[config.mk]
export PLATFORM = sky130hd
export DESIGN_NAME = logic_op_scheduler
export DESIGN_NICKNAME = d
export VERILOG_FILES = /design/src/rtl/logic_op_scheduler.sv
export SDC_FILE = /design/constraint.sdc
export NUM_CORES = 1
export LEC_CHECK = 0
export ABC_CLOCK_PERIOD_IN_PS = 2430
export CELL_PAD_IN_SITES_DETAIL_PLACEMENT = 1
export CELL_PAD_IN_SITES_GLOBAL_PLACEMENT = 1
export CORE_AREA = 4 4 70 72
export CTS_BUF_LIST = sky130_fd_sc_hd__clkbuf_8
export DETAILED_ROUTE_END_ITERATION = 6
export DIE_AREA = 0 0 74 76
export DONT_BUFFER_PORTS = 1
export PLACE_DENSITY = 0.78
export SYNTH_ARGS = -nofsm -noshare
export SYNTH_HDL_FRONTEND = slang
export SYNTH_SLANG_ARGS = --single-unit
[constraint.sdc]
create_clock -name clk -period 2.43 [get_ports clk]
set_clock_uncertainty 0.15 [all_clocks]
set_input_delay 0.1215 -clock clk [delete_from_list [all_inputs] [get_ports clk]]
set_output_delay 0.1215 -clock clk [all_outputs]
set_load 0.02 [all_outputs]
[src/rtl/logic_op_scheduler.sv]
// Two-requester front end for a shared bit-serial logic cell built from NAND gates.
// Round-robin grant, LSB-first sequencing over WIDTH cycles, id-tagged valid/ready result.

module nand_gate (
  input  logic a,
  input  logic b,
  output logic y
);
  assign y = ~(a & b);
endmodule

module logic_op_cell (
  input  logic       a,
  input  logic       b,
  input  logic [1:0] op,
  output logic       y
);
  logic n_ab, n_aa, n_bb, and_y, or_y, x_a, x_b, xor_y;

  // Every function is derived from NAND so the cell maps onto the gate-level datapath.
  nand_gate u_nab (.a(a),    .b(b),    .y(n_ab));
  nand_gate u_naa (.a(a),    .b(a),    .y(n_aa));
  nand_gate u_nbb (.a(b),    .b(b),    .y(n_bb));
  nand_gate u_and (.a(n_ab), .b(n_ab), .y(and_y));
  nand_gate u_or  (.a(n_aa), .b(n_bb), .y(or_y));
  nand_gate u_xa  (.a(a),    .b(n_ab), .y(x_a));
  nand_gate u_xb  (.a(b),    .b(n_ab), .y(x_b));
  nand_gate u_xor (.a(x_a),  .b(x_b),  .y(xor_y));

  always_comb begin
    y = and_y;
    case (op)
      2'b00:   y = and_y;
      2'b01:   y = or_y;
      2'b10:   y = xor_y;
      default: y = n_ab;
    endcase
  end
endmodule

module logic_op_scheduler #(
  parameter int WIDTH = 8
) (
  input  logic             clk,
  input  logic             rst_n,
  input  logic             req0_valid,
  output logic             req0_ready,
  input  logic [1:0]       req0_op,
  input  logic [WIDTH-1:0] req0_a,
  input  logic [WIDTH-1:0] req0_b,
  input  logic             req1_valid,
  output logic             req1_ready,
  input  logic [1:0]       req1_op,
  input  logic [WIDTH-1:0] req1_a,
  input  logic [WIDTH-1:0] req1_b,
  output logic             res_valid,
  input  logic             res_ready,
  output logic [WIDTH-1:0] res_data,
  output logic             res_id
);
  localparam int CW = $clog2(WIDTH);
  localparam logic [CW-1:0] LAST_BIT = CW'(WIDTH - 1);

  typedef enum logic [1:0] {IDLE = 2'd0, BUSY = 2'd1, DONE = 2'd2} state_t;

  state_t           state_reg, state_next;
  logic [CW-1:0]    cnt_reg;
  logic [WIDTH-1:0] a_reg, b_reg, result_reg;
  logic [1:0]       op_reg;
  logic             id_reg, last_grant_reg;
  logic             grant, accept;
  logic [1:0]       sel_op;
  logic [WIDTH-1:0] sel_a, sel_b;
  logic             cell_y;
  logic [WIDTH-1:0] bit_we;

  // On a tie the requester not served last time wins.
  always_comb begin
    grant = req1_valid;
    if (req0_valid && req1_valid)
      grant = ~last_grant_reg;
  end

  assign accept = (state_reg == IDLE) && (req0_valid || req1_valid);
  assign sel_op = grant ? req1_op : req0_op;
  assign sel_a  = grant ? req1_a  : req0_a;
  assign sel_b  = grant ? req1_b  : req0_b;

  logic_op_cell u_cell (
    .a  (a_reg[cnt_reg]),
    .b  (b_reg[cnt_reg]),
    .op (op_reg),
    .y  (cell_y)
  );

  genvar gi;
  generate
    for (gi = 0; gi < WIDTH; gi++) begin : g_bit_we
      assign bit_we[gi] = (state_reg == BUSY) && (cnt_reg == CW'(gi));
    end
  endgenerate

  always_ff @(posedge clk) begin
    if (!rst_n)
      state_reg <= IDLE;
    else
      state_reg <= state_next;
  end

  always_comb begin
    state_next = state_reg;
    case (state_reg)
      IDLE:    if (accept) state_next = BUSY;
      BUSY:    if (cnt_reg == LAST_BIT) state_next = DONE;
      DONE:    if (res_ready) state_next = IDLE;
      default: state_next = IDLE;
    endcase
  end

  always_ff @(posedge clk) begin
    if (!rst_n) begin
      cnt_reg        <= '0;
      a_reg          <= '0;
      b_reg          <= '0;
      op_reg         <= 2'b00;
      result_reg     <= '0;
      id_reg         <= 1'b0;
      last_grant_reg <= 1'b1;
    end else if (accept) begin
      cnt_reg        <= '0;
      a_reg          <= sel_a;
      b_reg          <= sel_b;
      op_reg         <= sel_op;
      result_reg     <= '0;
      id_reg         <= grant;
      last_grant_reg <= grant;
    end else if (state_reg == BUSY) begin
      cnt_reg        <= cnt_reg + 1'b1;
      result_reg     <= (result_reg & ~bit_we) | (bit_we & {WIDTH{cell_y}});
    end
  end

  always_comb begin
    req0_ready = (state_reg == IDLE) && !grant && req0_valid;
    req1_ready = (state_reg == IDLE) &&  grant && req1_valid;
    res_valid  = (state_reg == DONE);
    res_data   = (state_reg == DONE) ? result_reg : '0;
    res_id     = id_reg;
  end
endmodule
# Word level (Yosys, flattened, before mapping)
# Cells that the tools add are included.
[word_totals]
output_inout_bits = 12
reg_bits = 33
inputBits = 41
word_cells = 77
[op_classes]
n_reduce_logical = 21
eq_ne = 14
mux = 14
n_lt_le_gt_ge = 1
n_bitwise = 18
addsub = 1
[ops]
columns = ["operator", "count"]
rows = [
  ["$mux W8", 3],
  ["$and A8 B8 Y8", 2],
  ["$logic_and A1 B1 Y1", 14],
  ["$eq A3 B3 Y1 const B", 4],
  ["$not A1 Y1", 9],
  ["$mux W2", 4],
  ["$not A8 Y8", 1],
  ["$or A8 B8 Y8", 1],
  ["$bmux W1 S3", 2],
  ["$eq A3 B2 Y1 const B", 2],
  ["$pmux W2 S3", 1],
  ["$and A1 B1 Y1", 5],
  ["$eq A2 B1 Y1 const B", 2],
  ["$eq A2 B2 Y1 const B", 2],
  ["$logic_not A2 Y1", 2],
  ["$lt A3 B4 Y1 const B", 1],
  ["$ne A2 B1 Y1 const B", 2],
  ["$add A3 B1 Y3 const B", 1],
  ["$eq A3 B1 Y1 const B", 1],
  ["$logic_not A3 Y1", 1],
  ["$mux W1", 3],
  ["$pmux W1 S3", 1],
  ["$reduce_and A3 Y1", 1],
  ["$ne A2 B2 Y1 const B", 1],
  ["other kinds (3)", 3],
]

# Longest topological paths before layout
# Gate-level depths: netlist of the first run.
[logic_depth]
word_depth = 11
ltp_mapped = 8

# Hierarchy
# Synthesis of the first run repeated with hierarchy kept, for this count alone.
[hier_totals]
cells_unflattened = 220
area_unflattened_um2 = 1914.3
[by_module_without_submodules]
columns = ["module", "seq_area_each_um2", "cells_per_inst", "area_per_inst_um2", "n_inst"]
rows = [
  ["logic_op_scheduler", 660.6, 211, 1861.8, 1],
  ["nand_gate", 0.0, 1, 3.8, 8],
  ["logic_op_cell", 0.0, 1, 22.5, 1],
]

# Least setup slack after synthesis of the first run
# No wires, ideal clock.
[synth_timing]
path_kind = "register to register"
start = "reg cnt_reg[0]"
end = "reg with a tool-made name"
setup_time_ns = 0.130
path_slack_ns = 0.051
period_less_slack_ns = 2.379
arrival_ns = 2.100
stages_incl_launch_ff = 9
path_cell_list = "dfxtp_1 -> buf_6 -> mux4_1 -> nand2_1 -> and2_1 -> ha_1 -> mux2_2 -> mux2i_4 -> o31ai_1"
[synth_lines]
columns = ["element", "line", "text"]
rows = [
  ["start: declaration", "67", "logic [CW-1:0] cnt_reg;"],
  ["start signal: assignment", "138", "cnt_reg <= cnt_reg + 1'b1;"],
]

==> out/results.ini, run 1 <==
[synthesis]
ys_seq_elements = 33
synth_edf_count = 0
synthCells = 168
ys_seq_area_share_pct = 34.0
synth_ff_type = dfxtp_1
ys_top_cells_by_area = dfxtp_1 34%, mux2i_1 10%, o2bb2ai_2 7.7%
yosysMostFrequentCell = dfxtp_1
synthTopCellsByCount = 33 x dfxtp_1, 20 x mux2i_1, 11 x and2_1
synth_fp_nets = 217
synth_top_area_share_pct = 34.0
ys_warn_count = 0
synth_top_area_cell = dfxtp_1
netlist_area_sq_mm = 0.00194
async_flop_share_pct = 0
syn_area_per_cell_sq_um = 11.6
ys_types = 41

[floorplanning]
die_y_um = 76
start_util_pct = 45.2
die_area_sq_mm = 0.00562
io_pins = 53
num_rows = 24
core_sq_mm = 0.00429
fp.dieW_um = 74

[status]
status = completed

[worst_setup_path]
path_class = reg -> reg
cp.arrival_ps = 2330
crit_path_max_fanout = 8
setup.reg_to_reg.worst_slack_ps = 100
cp.required_ps = 2420
start_kind = register
end_kind = register

[power_and_ir_drop]
peakVddDrop_v = 0.000357
power.leakage_uw = 0.000914
powerDensity_mw_per_mm2 = 525

[sta]
fmax_mhz = 429
worst_pin_slew_ps = 706
rsz0062_at_grt = false
min_period_over_period_pct = 96.0
fin_ws_ps = 96.6
slew_viol_final = 0
hold_viol = 0
post-route-min-period_ps = 2330
maxSlewHeadroom_pct = 52.8
tns_ps = 0
setup_violations = 0

[clock_tree]
cts_root_buf = clkbuf_8
cts_max_level = 2
cts_tree = done
clk_pin_slew_ps = 60
insertion_delay_ps = 280
clockBufferDepth = 2
cts_sinks = 33
cts_buffers = 5

[routing]
drt_pass1_iterations = 4
num_vias = 1520
routedWlPerCell_um = 20.3
ant_nets = 0
drt-initial-drc-count = 44
wl_um = 5270
drc_errors = 0
via_per_inst = 5.87

[global_routing]
grt_start_max_net_pins = 20
grt_pass1_wl_um = 8560
grt_pass1_vias = 1662
grt.busiest_layer = met2
grt_usage_pct = 19.7
gr-usage-met2_pct = 36.0
groute.layer.met3.usage_pct = 3.83
overflow = 0
met1_usage_pct = 22.5
antenna_found_initial = 0

[finish]
drive_above_1_share_pct = 23.7
multi_input_area_sq_mm = 0.00118
finalInstanceArea_sq_mm = 0.00245
utilization_pct = 57.1
syn_to_final_growth_pct = 26.3
fin_nets = 256
regArea_sq_um = 664
fillers = 447
antenna_cells = 0

[place]
post-dp-hpwl_um = 3370
pre_cts_ws_ps = -49.2
place_congestion = 0.743
portBuffers = 0
place_area_sq_mm = 0.00196

[worst_hold_path]
hp-class = in -> reg

[run]
maxCapViolations = 0

-- through the flow --
step	hold WS (ps)	instances	total power, uW
after CTS	22.8	259	1280
after detailed placement	57.0	213	802
after floorplan	142	168	767
final	35.6	259	1290
after global placement	59.3	213	788
after global routing	57.5	259	1350
-- report_power, final --
group,switching [uW],internal [uW]
clock,192,220
combinational,120,148
sequential,35.2,572
-- layout by cell type (no fill, tap or decap), types with 3 or more instances in the layout --
cell           instances
nand2_1                4
mux2i_1               20
inv_1                  6
ha_1                   8
o2111ai_1              7
o2bb2ai_2             10
dlygate4sd3_1         39
o2bb2ai_1              8
nand2_2                4
and2_1                 9
dfxtp_1               32
o31ai_2                6
nand4bb_1              3
nand4b_1               4
mux4_2                 4
clkbuf_8               6
nor2_1                 5
buf_4                  4
-- cell type report --
type                    count  area share (%)
clock buffers               6            3.37
repair buffers             44            18.0
flip-flops and latches     33            27.1
clock inverters             1           0.153
inverters                   5           0.766
well taps                  52            2.65
multi-input cells         118            48.0
-- cell families after synthesis --
family / Yosys count / share of synthesized area (%)
simple gates: 42 / 14.0
compound gates: 41 / 23.0
flops: 33 / 34.0
mux: 26 / 17.5
buf+inv: 17 / 5.87
fa+ha+maj: 8 / 5.16
xor+xnor: 1 / 0.451
-- timing repair --
action,4_1_cts,5_1_grt
endpoints found under the hold margin,30,0
gates resized for setup,2,12
endpoints found under the setup margin,8,8
setup buffers,0,0
hold buffers,39,0
pin swaps,0,1
-- layer usage --
metal	up-vias	share of wire [%]
met5	-	0
met4	0	1.3
met3	9	4.0
met2	42	55
met1	754	40
li1	715	-
-- critical path: stages (launching register included) --
cell and delay [ps]:
dfxtp_4 390, mux4_2 530, nand2_2 110, and2_4 140, ha_1 220, mux2_4 270, mux2i_4 170, buf_12 150
o31ai_1 70
-- worst paths after layout --
path | startpoint | to | cells after the start
setup / recovery | cnt_reg[0] | register | 8
hold / removal | req0_valid | register | 3
setup reg to reg | cnt_reg[0] | register | 8
hold reg to reg | a_reg[1] | a_reg[1] | 1
No activity file was read; power rests on OpenSTA's default activity.
==> run 2, diff against run 1 <==
==> config.mk (replaced) <==
export PLATFORM = sky130hd
export DESIGN_NAME = logic_op_scheduler
export DESIGN_NICKNAME = d
export VERILOG_FILES = /design/src/rtl/logic_op_scheduler.sv
export SDC_FILE = /design/constraint.sdc
export NUM_CORES = 1
export LEC_CHECK = 0
export ABC_CLOCK_PERIOD_IN_PS = 2900
export CELL_PAD_IN_SITES_DETAIL_PLACEMENT = 1
export CELL_PAD_IN_SITES_GLOBAL_PLACEMENT = 1
export CORE_AREA = 4 4 65 67
export CTS_BUF_LIST = sky130_fd_sc_hd__clkbuf_8
export DETAILED_ROUTE_END_ITERATION = 6
export DIE_AREA = 0 0 69 71
export DONT_BUFFER_PORTS = 1
export GPL_ROUTABILITY_DRIVEN = 0
export PLACE_DENSITY = 0.85
export SYNTH_ARGS = -nofsm -noshare
export SYNTH_HDL_FRONTEND = slang
export SYNTH_SLANG_ARGS = --single-unit
==> constraint.sdc (replaced) <==
create_clock -name clk -period 2.9 [get_ports clk]
set_clock_uncertainty 0.15 [all_clocks]
set_input_delay 0.145 -clock clk [delete_from_list [all_inputs] [get_ports clk]]
set_output_delay 0.145 -clock clk [all_outputs]
set_load 0.02 [all_outputs]
==> out/results.ini, run 2 (synthesis gave the netlist of run 1 again) <==
[routing]
drt-initial-drc-count = 99
drc_errors = 0
num_vias = 1552
drt_pass1_iterations = 4
via_per_inst = 6.16
ant_nets = 0
wl_um = 6380
routedWlPerCell_um = 25.3

[clock_tree]
clockBufferDepth = 2
cts_buffers = 5
postCtsSetupBuffers = 0
cts_max_level = 2
clk_pin_slew_ps = 70
cts_root_buf = clkbuf_8
cts_tree = done
cts_sinks = 33
insertion_delay_ps = 300

[floorplanning]
die_area_sq_mm = 0.00490
num_rows = 22
fp.dieW_um = 69
die_y_um = 71
io_pins = 53
core_sq_mm = 0.00363
start_util_pct = 53.4

[place]
portBuffers = 0
post-dp-hpwl_um = 3270

[finish]
fillers = 365
final_common_cell = dlygate4sd3_1
final_cell_mix = 39 x dlygate4sd3_1, 32 x dfxtp_1, 20 x mux2i_1
multi_input_area_sq_mm = 0.00117
fin_nets = 252
syn_to_final_growth_pct = 23.3
regArea_sq_um = 662
drive_above_1_share_pct = 16.7

[worst_setup_path]
start_kind = register
crit_chain = mux4_1 > nand2_1 > and2_1 > ha_1 > mux2_2 > mux2i_4 > o31ai_1
cpPeakStageDelay_ps = 590
path_class = reg -> reg
cp.required_ps = 2910
end_kind = register
cp.arrival_ps = 2720
crit_path_max_fanout = 8
slowest_stage = mux4_1
setup.reg_to_reg.worst_slack_ps = 190

[sta]
worst_pin_slew_ps = 878
slew_viol_final = 0
setup_violations = 0
min_period_over_period_pct = 93.4
whs_ps = 64.4
rsz0062_at_grt = false
maxSlewHeadroom_pct = 41.3
hold_viol = 0
fmax_mhz = 369
tns_ps = 0
post-route-min-period_ps = 2710

[power_and_ir_drop]
peakVddDrop_v = 0.000370
power.leakage_uw = 0.000898
powerDensity_mw_per_mm2 = 457

[global_routing]
overflow = 0
grt_start_max_net_pins = 21
antenna_found_initial = 1
grt_pass1_vias = 1692
grt_pass1_wl_um = 10000
grt_usage_pct = 27.6

[worst_hold_path]
hp-class = in -> reg

[status]
status = completed

[run]
maxCapViolations = 0

==> run 2: cell type report <==
| cell class | instances | share of cell area (%) |
|---|---|---|
| clock inverters | 1 | 0.157 |
| flip-flops and latches | 33 | 27.7 |
| well taps | 48 | 2.51 |
| inverters | 5 | 0.784 |
| repair buffers | 40 | 16.6 |
| clock buffers | 6 | 3.45 |
| diodes | 1 | 0.105 |
| multi-input cells | 118 | 48.7 |
==> run 2: repair_timing <==
item / in CTS / in global routing
hold buffers: 39 / 0
endpoints found under the hold margin: 30 / 0
setup endpoints to repair: 0 / 2
gates resized for setup: 0 / 1
==> run 2: final timing paths <==
check                to  startpoint  depth (start not counted)
min reg2reg    b_reg[4]    b_reg[4]                          1
max            register  cnt_reg[0]                          7
min          cnt_reg[2]       rst_n                          2
max reg2reg    register  cnt_reg[0]                          7
==> run 2: critical path, delay by kind of cell (launching register included) <==
kind	cells	cell delay [ps]
adder cells (fa/ha/maj)	1	250
flip-flops	1	450
AND/OR/NAND/NOR	2	320
multiplexers	3	1250
AO/OA/AOI/OAI	1	150
==> run 2: through the flow <==
step	cells	instance area (sq um)	util, %	worst slack [ps]	total power, uW
after floorplan	168	1940	-	521	643
after global placement	205	1910	52.7	373	648
after detailed placement	205	1910	52.7	276	660
after CTS	251	2390	65.8	249	1060
after global routing	252	2390	65.9	110	1130
final	252	2390	65.9	191	1090
==> run 2: report_power, final <==
part	internal, uW	switching (uW)
logic	112	107
registers	479	32.9
clock network	185	178
==> run 2: per-layer routing <==
layer / part of all wire, % / track usage, % / vias to the layer above
met5: 0 / 0 / -
met4: 3.7 / 13.9 / 0
met3: 5.2 / 8.52 / 19
met2: 53 / 50.2 / 59
met1: 38 / 28.6 / 763
li1: - / - / 711
